$ cat config.mk
export PLATFORM = sky130hd
export DESIGN_NAME = tone_nco_flat
export DESIGN_NICKNAME = d
export VERILOG_FILES = /design/src/rtl/tone_nco_if.sv /design/src/rtl/tone_nco.sv /design/src/flat_wrapper.sv
export SDC_FILE = /design/constraint.sdc
export NUM_CORES = 1
export LEC_CHECK = 0
export ABC_AREA = 1
export BUFFER_PORTS_ARGS = -buffer_cell sky130_fd_sc_hd__buf_2
export CAP_MARGIN = 20
export CORE_ASPECT_RATIO = 1.2
export CORE_UTILIZATION = 59
export DETAILED_ROUTE_END_ITERATION = 8
export PLACE_DENSITY = 0.88
export SYNTH_ARGS = -nofsm -noshare
export SYNTH_HDL_FRONTEND = slang
export SYNTH_SLANG_ARGS = --single-unit
export TNS_END_PERCENT = 20
$ cat constraint.sdc
create_clock -name sound_clock -period 2.2 [get_ports sound_clock]
set_input_delay 0.11 -clock sound_clock [delete_from_list [all_inputs] [get_ports sound_clock]]
set_output_delay 0.11 -clock sound_clock [all_outputs]
set_load 0.02 [all_outputs]
$ cat src/rtl/tone_nco_if.sv
// Sequencer-to-NCO bundle: pitch request in, speaker/status out.
interface tone_nco_if;
    localparam int unsigned SOUND_W = 16;
    localparam int unsigned VOL_W   = 3;

    logic               enable;
    logic [SOUND_W-1:0] sound;
    logic [VOL_W-1:0]   volume;
    logic               speaker;
    logic               active;
    logic               wrap_pulse;
    logic [SOUND_W-1:0] freq_q;

    modport master (
        output enable, sound, volume,
        input  speaker, active, wrap_pulse, freq_q
    );

    modport slave (
        input  enable, sound, volume,
        output speaker, active, wrap_pulse, freq_q
    );
endinterface

$ cat src/rtl/tone_nco.sv
// Phase-accumulator tone generator that retunes only at phase wrap.
// Optional PWM volume control is enabled by defining TONE_NCO_VOLUME_EN.
module tone_nco #(
    parameter int unsigned ACC_W       = 24,
    parameter int unsigned SILENCE_MAX = 1
) (
    input  logic        sound_clock,
    input  logic        reset,
    tone_nco_if.slave   bus
);
    localparam int unsigned SUM_W   = ACC_W + 1;
    localparam int unsigned SOUND_W = 16;

    typedef enum logic {MUTE, RUN} state_t;

    state_t             state;
    logic [ACC_W-1:0]   phase;
    logic [SUM_W-1:0]   sum;
    logic [ACC_W-1:0]   phase_next;
    logic               carry;
    logic               silence;
    logic               tone_on;

    assign sum        = {1'b0, phase} + SUM_W'(bus.freq_q);
    assign carry      = sum[ACC_W];
    assign phase_next = sum[ACC_W-1:0];
    assign silence    = (bus.sound <= SOUND_W'(SILENCE_MAX));
    assign tone_on    = (state == RUN) && phase[ACC_W-1];

    // Mode control and accumulation; frequency only changes on a wrap edge.
    always_ff @(posedge sound_clock) begin
        if (reset) begin
            state          <= MUTE;
            phase          <= '0;
            bus.freq_q     <= '0;
            bus.active     <= 1'b0;
            bus.wrap_pulse <= 1'b0;
        end else begin
            case (state)
                MUTE: begin
                    phase          <= '0;
                    bus.wrap_pulse <= 1'b0;
                    if (bus.enable && !silence) begin
                        bus.freq_q <= bus.sound;
                        state      <= RUN;
                        bus.active <= 1'b1;
                    end
                end
                RUN: begin
                    if (!bus.enable) begin
                        state          <= MUTE;
                        phase          <= '0;
                        bus.active     <= 1'b0;
                        bus.wrap_pulse <= 1'b0;
                    end else if (carry) begin
                        bus.wrap_pulse <= 1'b1;
                        if (silence) begin
                            // Wrap lands in the low half, so stopping here is click-free.
                            state      <= MUTE;
                            phase      <= '0;
                            bus.active <= 1'b0;
                        end else begin
                            phase <= phase_next;
                            if (bus.sound != bus.freq_q) begin
                                bus.freq_q <= bus.sound;
                            end
                        end
                    end else begin
                        phase          <= phase_next;
                        bus.wrap_pulse <= 1'b0;
                    end
                end
                default: begin
                    state <= MUTE;
                    phase <= '0;
                end
            endcase
        end
    end

`ifdef TONE_NCO_VOLUME_EN
    logic [2:0] pwm_cnt;
    logic       vol_gate;

    always_ff @(posedge sound_clock) begin
        if (reset) begin
            pwm_cnt <= '0;
        end else begin
            pwm_cnt <= pwm_cnt + 3'd1;
        end
    end

    // Full scale bypasses the PWM so volume 7 gives a solid high half-period.
    assign vol_gate    = (bus.volume == 3'd7) || (pwm_cnt < bus.volume);
    assign bus.speaker = tone_on && vol_gate;
`else
    logic unused_volume;

    assign unused_volume = ^bus.volume;
    assign bus.speaker   = tone_on;
`endif

endmodule

$ cat src/flat_wrapper.sv
// flat-port wrapper written by rule: the top's interface ports become plain ports
module tone_nco_flat 
#(
    parameter int unsigned ACC_W       = 24,
    parameter int unsigned SILENCE_MAX = 1
)
  (sound_clock, reset, bus_enable, bus_sound, bus_volume, bus_speaker, bus_active, bus_wrap_pulse, bus_freq_q);
  tone_nco_if bus_i ();
  input  logic sound_clock;
  input  logic reset;
  input wire logic [$bits(bus_i.enable)-1:0] bus_enable;
  input wire logic [$bits(bus_i.sound)-1:0] bus_sound;
  input wire logic [$bits(bus_i.volume)-1:0] bus_volume;
  output wire logic [$bits(bus_i.speaker)-1:0] bus_speaker;
  output wire logic [$bits(bus_i.active)-1:0] bus_active;
  output wire logic [$bits(bus_i.wrap_pulse)-1:0] bus_wrap_pulse;
  output wire logic [$bits(bus_i.freq_q)-1:0] bus_freq_q;
  assign bus_i.enable = bus_enable;
  assign bus_i.sound = bus_sound;
  assign bus_i.volume = bus_volume;
  assign bus_speaker = bus_i.speaker;
  assign bus_active = bus_i.active;
  assign bus_wrap_pulse = bus_i.wrap_pulse;
  assign bus_freq_q = bus_i.freq_q;
  tone_nco #(.ACC_W(ACC_W), .SILENCE_MAX(SILENCE_MAX)) u_core (.sound_clock(sound_clock), .reset(reset), .bus(bus_i));
endmodule
**Yosys cells after proc, flatten, opt, wreduce, memory -nomap -nowiden**

Cells that the tools add are included.

- Flip-flop bits (word level): 43
- Input port bits: 22
- Word-level logic and storage cells: 44

- Add/subtract/negate cells: 1
- Magnitude comparators: 1
- Equal/unequal tests: 8
- Mux-type cells: 23
- Bitwise gates (word level): 1
- Reduce and logical (&&, ||, !) cells: 5

Operator list:

| cell | count |
|---|---|
| 16-bit two-way mux | 5 |
| 24-bit two-way mux | 3 |
| 24-bit case mux with 2 select lines | 1 |
| 16-bit case mux with 2 select lines | 1 |
| 24-bit by 16-bit adder with 25-bit output | 1 |
| 16-bit by 1-bit less-or-equal comparator with 1-bit output, second input constant | 1 |
| 16-bit inequality test | 1 |
| 1-bit two-way mux | 10 |
| 2-bit inequality test, second input constant | 4 |
| 3-bit inequality test, second input constant | 2 |
| 1-bit case mux with 2 select lines | 3 |
| 5-bit AND reduction | 1 |
| 3-bit AND reduction | 1 |
| 1-bit logical AND | 2 |
| 2-bit by 1-bit inequality test with 1-bit output, second input constant | 1 |
| 1-bit logical NOT | 1 |
| 1-bit inverter | 1 |

**Logic depth before layout (Yosys ltp)**

- Depth in word-level cells: 6
- Gate-level depth with buffers: 14
- Gate-level depth less buffers: 13

**Worst setup path after synthesis**

OpenSTA, ideal clock, no wires.

- Path type: register to register
- Start: register u_core.bus.freq_q[0]
- End: register u_core.phase[5]
- Arrival time: 2,061 ps
- Path slack: 77 ps
- Stages on the path, launching flop included: 13
- Clock period less this slack: 2,123 ps
- Path through: dfxtp_1 > ha_1 > fa_1 > nand2_1 > nand2_1 > nand3_1 > nand2_2 > nand2_2 > nand2_4 > a21oi_4 > nand2_4 > buf_12 > nor2_4

- Cells in the longest elaborated chain, start to end: 5

Ends and longest elaborated chain:

| what | line | text |
|---|---|---|
| from (decl) | tone_nco_if.sv:21 | `output speaker, active, wrap_pulse, freq_q` |
| from (signal assigned) | tone_nco.sv:44 | `bus.freq_q <= bus.sound;` |
| from (signal assigned) | tone_nco.sv:65 | `bus.freq_q <= bus.sound;` |
| 24-bit by 16-bit adder with 25-bit output (*) | tone_nco.sv:24 | `assign sum = {1'b0, phase} + SUM_W'(bus.freq_q);` |
| 24-bit two-way mux | tone_nco.sv:57 | `if (silence) begin` |
| 24-bit two-way mux (*) | tone_nco.sv:55 | `end else if (carry) begin` |
| 24-bit two-way mux (*) | tone_nco.sv:50 | `if (!bus.enable) begin` |
| 24-bit case mux with 2 select lines (*) | tone_nco.sv:39 | `case (state)` |
| to (signal assigned) | tone_nco.sv:63 | `phase <= phase_next;` |
| to (signal assigned) | tone_nco.sv:69 | `phase <= phase_next;` |
| to (decl) | tone_nco.sv:17 | `logic [ACC_W-1:0] phase;` |

Mark *: on every way between the ends. The rest lies on a longest branch, timed or not.
A chain may end at the register's enable or synchronous reset.

**Worst setup path in the final report**

- Start: register u_core.bus.freq_q[2]
- End: register u_core.phase[9]

The elaborated chain is that of the path after synthesis.

==> reports/metrics.yaml <==
hpwlAfterDp_um: 6090
num_rows: 29
muxShareOfSynthArea: 0
grt_pass1_wl_um: 13500
grt-ovfl-total: 0
synth_top_area_frac: 0.265
synth_top_family_by_area: "simple AND/OR/NAND/NOR gates"
leakage_nw: 1.89
clockBufferDepth: 2
final_cells: 622
core_area_sq_mm: 0.00530
synthDistinctLibCells: 31
seqPwrFrac: 0.444
cell_internal_pwr_mw: 1.33
final_nets: 598
use_met2: 0.506
io_pins: 41
cts.sinks: 43
r2r_cells: 8
switchingPower_mw: 0.580
synth_adder_area_share: 0.0677
max_freq_ghz: 0.472
synthesis.area_sq_mm: 0.00325
syn_to_final_growth_pct: 14.7
synth-xor-area-share: 0.0377
met3_usage: 0.0413
rrSetupSlack_ps: 80
ys_top_cells_by_count: "nand2_1 (149), inv_1 (75), nor2_1 (69)"
p_per_area_mw_per_mm2: 511
yosysSeqAreaShare: 0.265
hold_path_class: "input pin to flop"
max_stage_delay_ps: 390
rsz0062_at_grt: "true"
worstSkewPairLatency_ps: 300
worstMarginPinSlew_ps: 541
cp_cell_sequence: "ha_1, a21oi_1, nand2_1, a21oi_1, o21ai_0, xor2_1, inv_1, nor2_1"
use_met1: 0.330
holdPathEnd: "u_core.state"
max_cap_violations: 0
gp_congestion: 0.933
synth-simple-area-share: 0.432
setup_violations: 0
cp_common_cell: "a21oi_1"
antenna_found_initial: 0
synthMostInstantiatedCell: "nand2_1"
worstHoldStart: "reset"
cp-end-kind: "flop"
syn_inst: 512
critPathArrivalTime_ps: 2360
multi_input_area_sq_mm: 0.00211
seq_area_sq_um: 865
tns_ps: 0
pwr-share-comb: 0.214
worstSetupPathType: "flop to flop"
period_minus_slack_ps: 2120
ir_worst_vdd_mv: 0.271
wl_per_cell_um: 13.6
chipHeight_um: 83.3
initial_core_util: 0.614
drt_iter0_markers: 290
htreeDepth: 2
routed_wl_um: 8460
switching_share: 0.304
avgSynthCellArea_sq_um: 6.35
cp-start-kind: "flop"
mappedNetlistNets: 551
ys_seq_elements: 43
clockPowerShare: 0.342
numCtsBuffers: 5
dp_cells: 612
grt_max_degree: 33
ant_nets: 0
cts.clk_slew.worst_paths_ps: 80
r2r_start: "u_core.bus.freq_q[2]"
drv_slew: 0
vias: 3427
outcome: "completed"
viasPerCell: 5.51
holdPathStages: 2
drc: 0
synth_top_area_cell: "dfxtp_1"
grt_usage: 0.283
ys.warnings.count: 0
grt_busiest_layer: "met2"
io_buffers: 37
min_period_over_period: 0.964
cp_max_fo: 6
hold_viol: 0
drt_first_pass_iters: 7
postCtsSetupRepairBufs: 0
drive_above_1_share: 0.182
synth_edf_count: 0
cts-root-buf: "clkbuf_8"
slowest_stage: "ha_1"
synth-main-ff-cell: "dfxtp_1"
grt_pass1_vias: 3211
synth_compound_area_frac: 0.0878
antenna_cells: 0
fp.dieW_um: 69.8
die_area_sq_mm: 0.00581
skew_ps: 4.93
worstReg2RegEnd: "u_core.phase[9]"
synthTopCellsByArea: "dfxtp_1 (26%), nand2_1 (17%), inv_1 (8.7%), nor2_1 (8.0%), ha_1 (6.2%)"
cts_tree: "done"
required_ps: 2440
fillers: 419
slew_headroom: 0.639
synthArstFlopShare: 0
==> through the flow <==
| stage | setup slack (ps) | power [mW] | util | area [sq um] | hold slack, ps |
|---|---|---|---|---|---|
| final | 79.1 | 1.91 | 0.704 | 3730 | 61.1 |
| after global routing | -37.2 | 2.00 | 0.704 | 3730 | 71.9 |
| after CTS | 13.9 | 1.90 | 0.687 | 3640 | 56.2 |
| after detailed placement | 33.6 | 1.25 | 0.664 | 3520 | 368 |
| after global placement | 114 | 1.23 | 0.664 | 3520 | 339 |
| after floorplan | 77.1 | 1.13 | - | 3250 | 226 |
==> power groups by stage <==
| stage | Combinational [mW] | Clock [mW] | Sequential, mW |
|---|---|---|---|
| global placement | 0.371 | 0 | 0.859 |
| global route | 0.453 | 0.695 | 0.849 |
| detailed placement | 0.387 | 0 | 0.861 |
| CTS | 0.391 | 0.664 | 0.842 |
| finish | 0.408 | 0.652 | 0.846 |
| floorplan | 0.244 | 0 | 0.887 |
==> layout make-up <==
type | count | area share
Tap cell | 62 | 0.0208
Multi-Input combinational cell | 385 | 0.567
Clock inverter | 2 | 0.00940
Clock buffer | 6 | 0.0222
Sequential cell | 43 | 0.232
Inverter | 77 | 0.0775
Timing Repair Buffer | 47 | 0.0708
==> repair_timing <==
item                                    in CTS  in global routing
gates resized for setup                      0                 13
hold buffers                                 0                  0
endpoints found under the setup margin       0                 41
endpoints found under the hold margin        0                  0
==> registers in the layout, indices dropped and copies added, names as in the netlist <==
| signal | count |
|---|---|
| u_core.bus.active | 1 |
| u_core.bus.freq_q | 16 |
| u_core.state | 1 |
| u_core.phase | 24 |
| u_core.bus.wrap_pulse | 1 |
==> cells by family after synthesis <==
family | count (synthesis)
compound gates | 51
xor+xnor | 14
simple gates | 301
buf+inv | 86
fa+ha+maj | 17
flops | 43
==> cells in the final DEF, fill, tap and decap left out, drive strengths merged, types with 8 or more instances in the layout <==
cell	synthesis	final
a21oi	37	37
nor2	82	82
nand3	44	45
buf	6	47
o21ai	9	9
ha	16	16
nand2	159	160
dfxtp	43	43
xor2	8	8
nand4	8	8
inv	77	77
==> worst max-delay path by stage <==
stage,start,to,slack (ps),cells after the start
3_5_place_dp,u_core.bus.freq_q[0],u_core.state,30,11
2_1_floorplan,u_core.bus.freq_q[0],u_core.phase[5],80,12
5_1_grt,u_core.bus.freq_q[0],u_core.phase[18],-40,12
4_1_cts,u_core.bus.freq_q[0],u_core.state,10,11
3_3_place_gp,u_core.bus.freq_q[0],u_core.phase[13],110,11
6_report,u_core.bus.freq_q[2],u_core.phase[9],80,8
==> layer usage <==
metal / wire length (um) / vias up
met1: 3380 / 1568
met2: 4340 / 139
li1: - / 1692
met4: 275 / 0
met3: 465 / 28
met5: 0 / -
==> critical path, delay by kind of cell (launching register included) <==
kind	cells	cell delay [ps]
DFF	1	340
AOI/OAI and AO/OA	3	770
and+or+nand+nor	2	270
buffers and inverters	1	70
xor gates and xnor gates	1	220
adders and majority gates	1	390
Note: power is estimated with default switching activity, not from simulation.
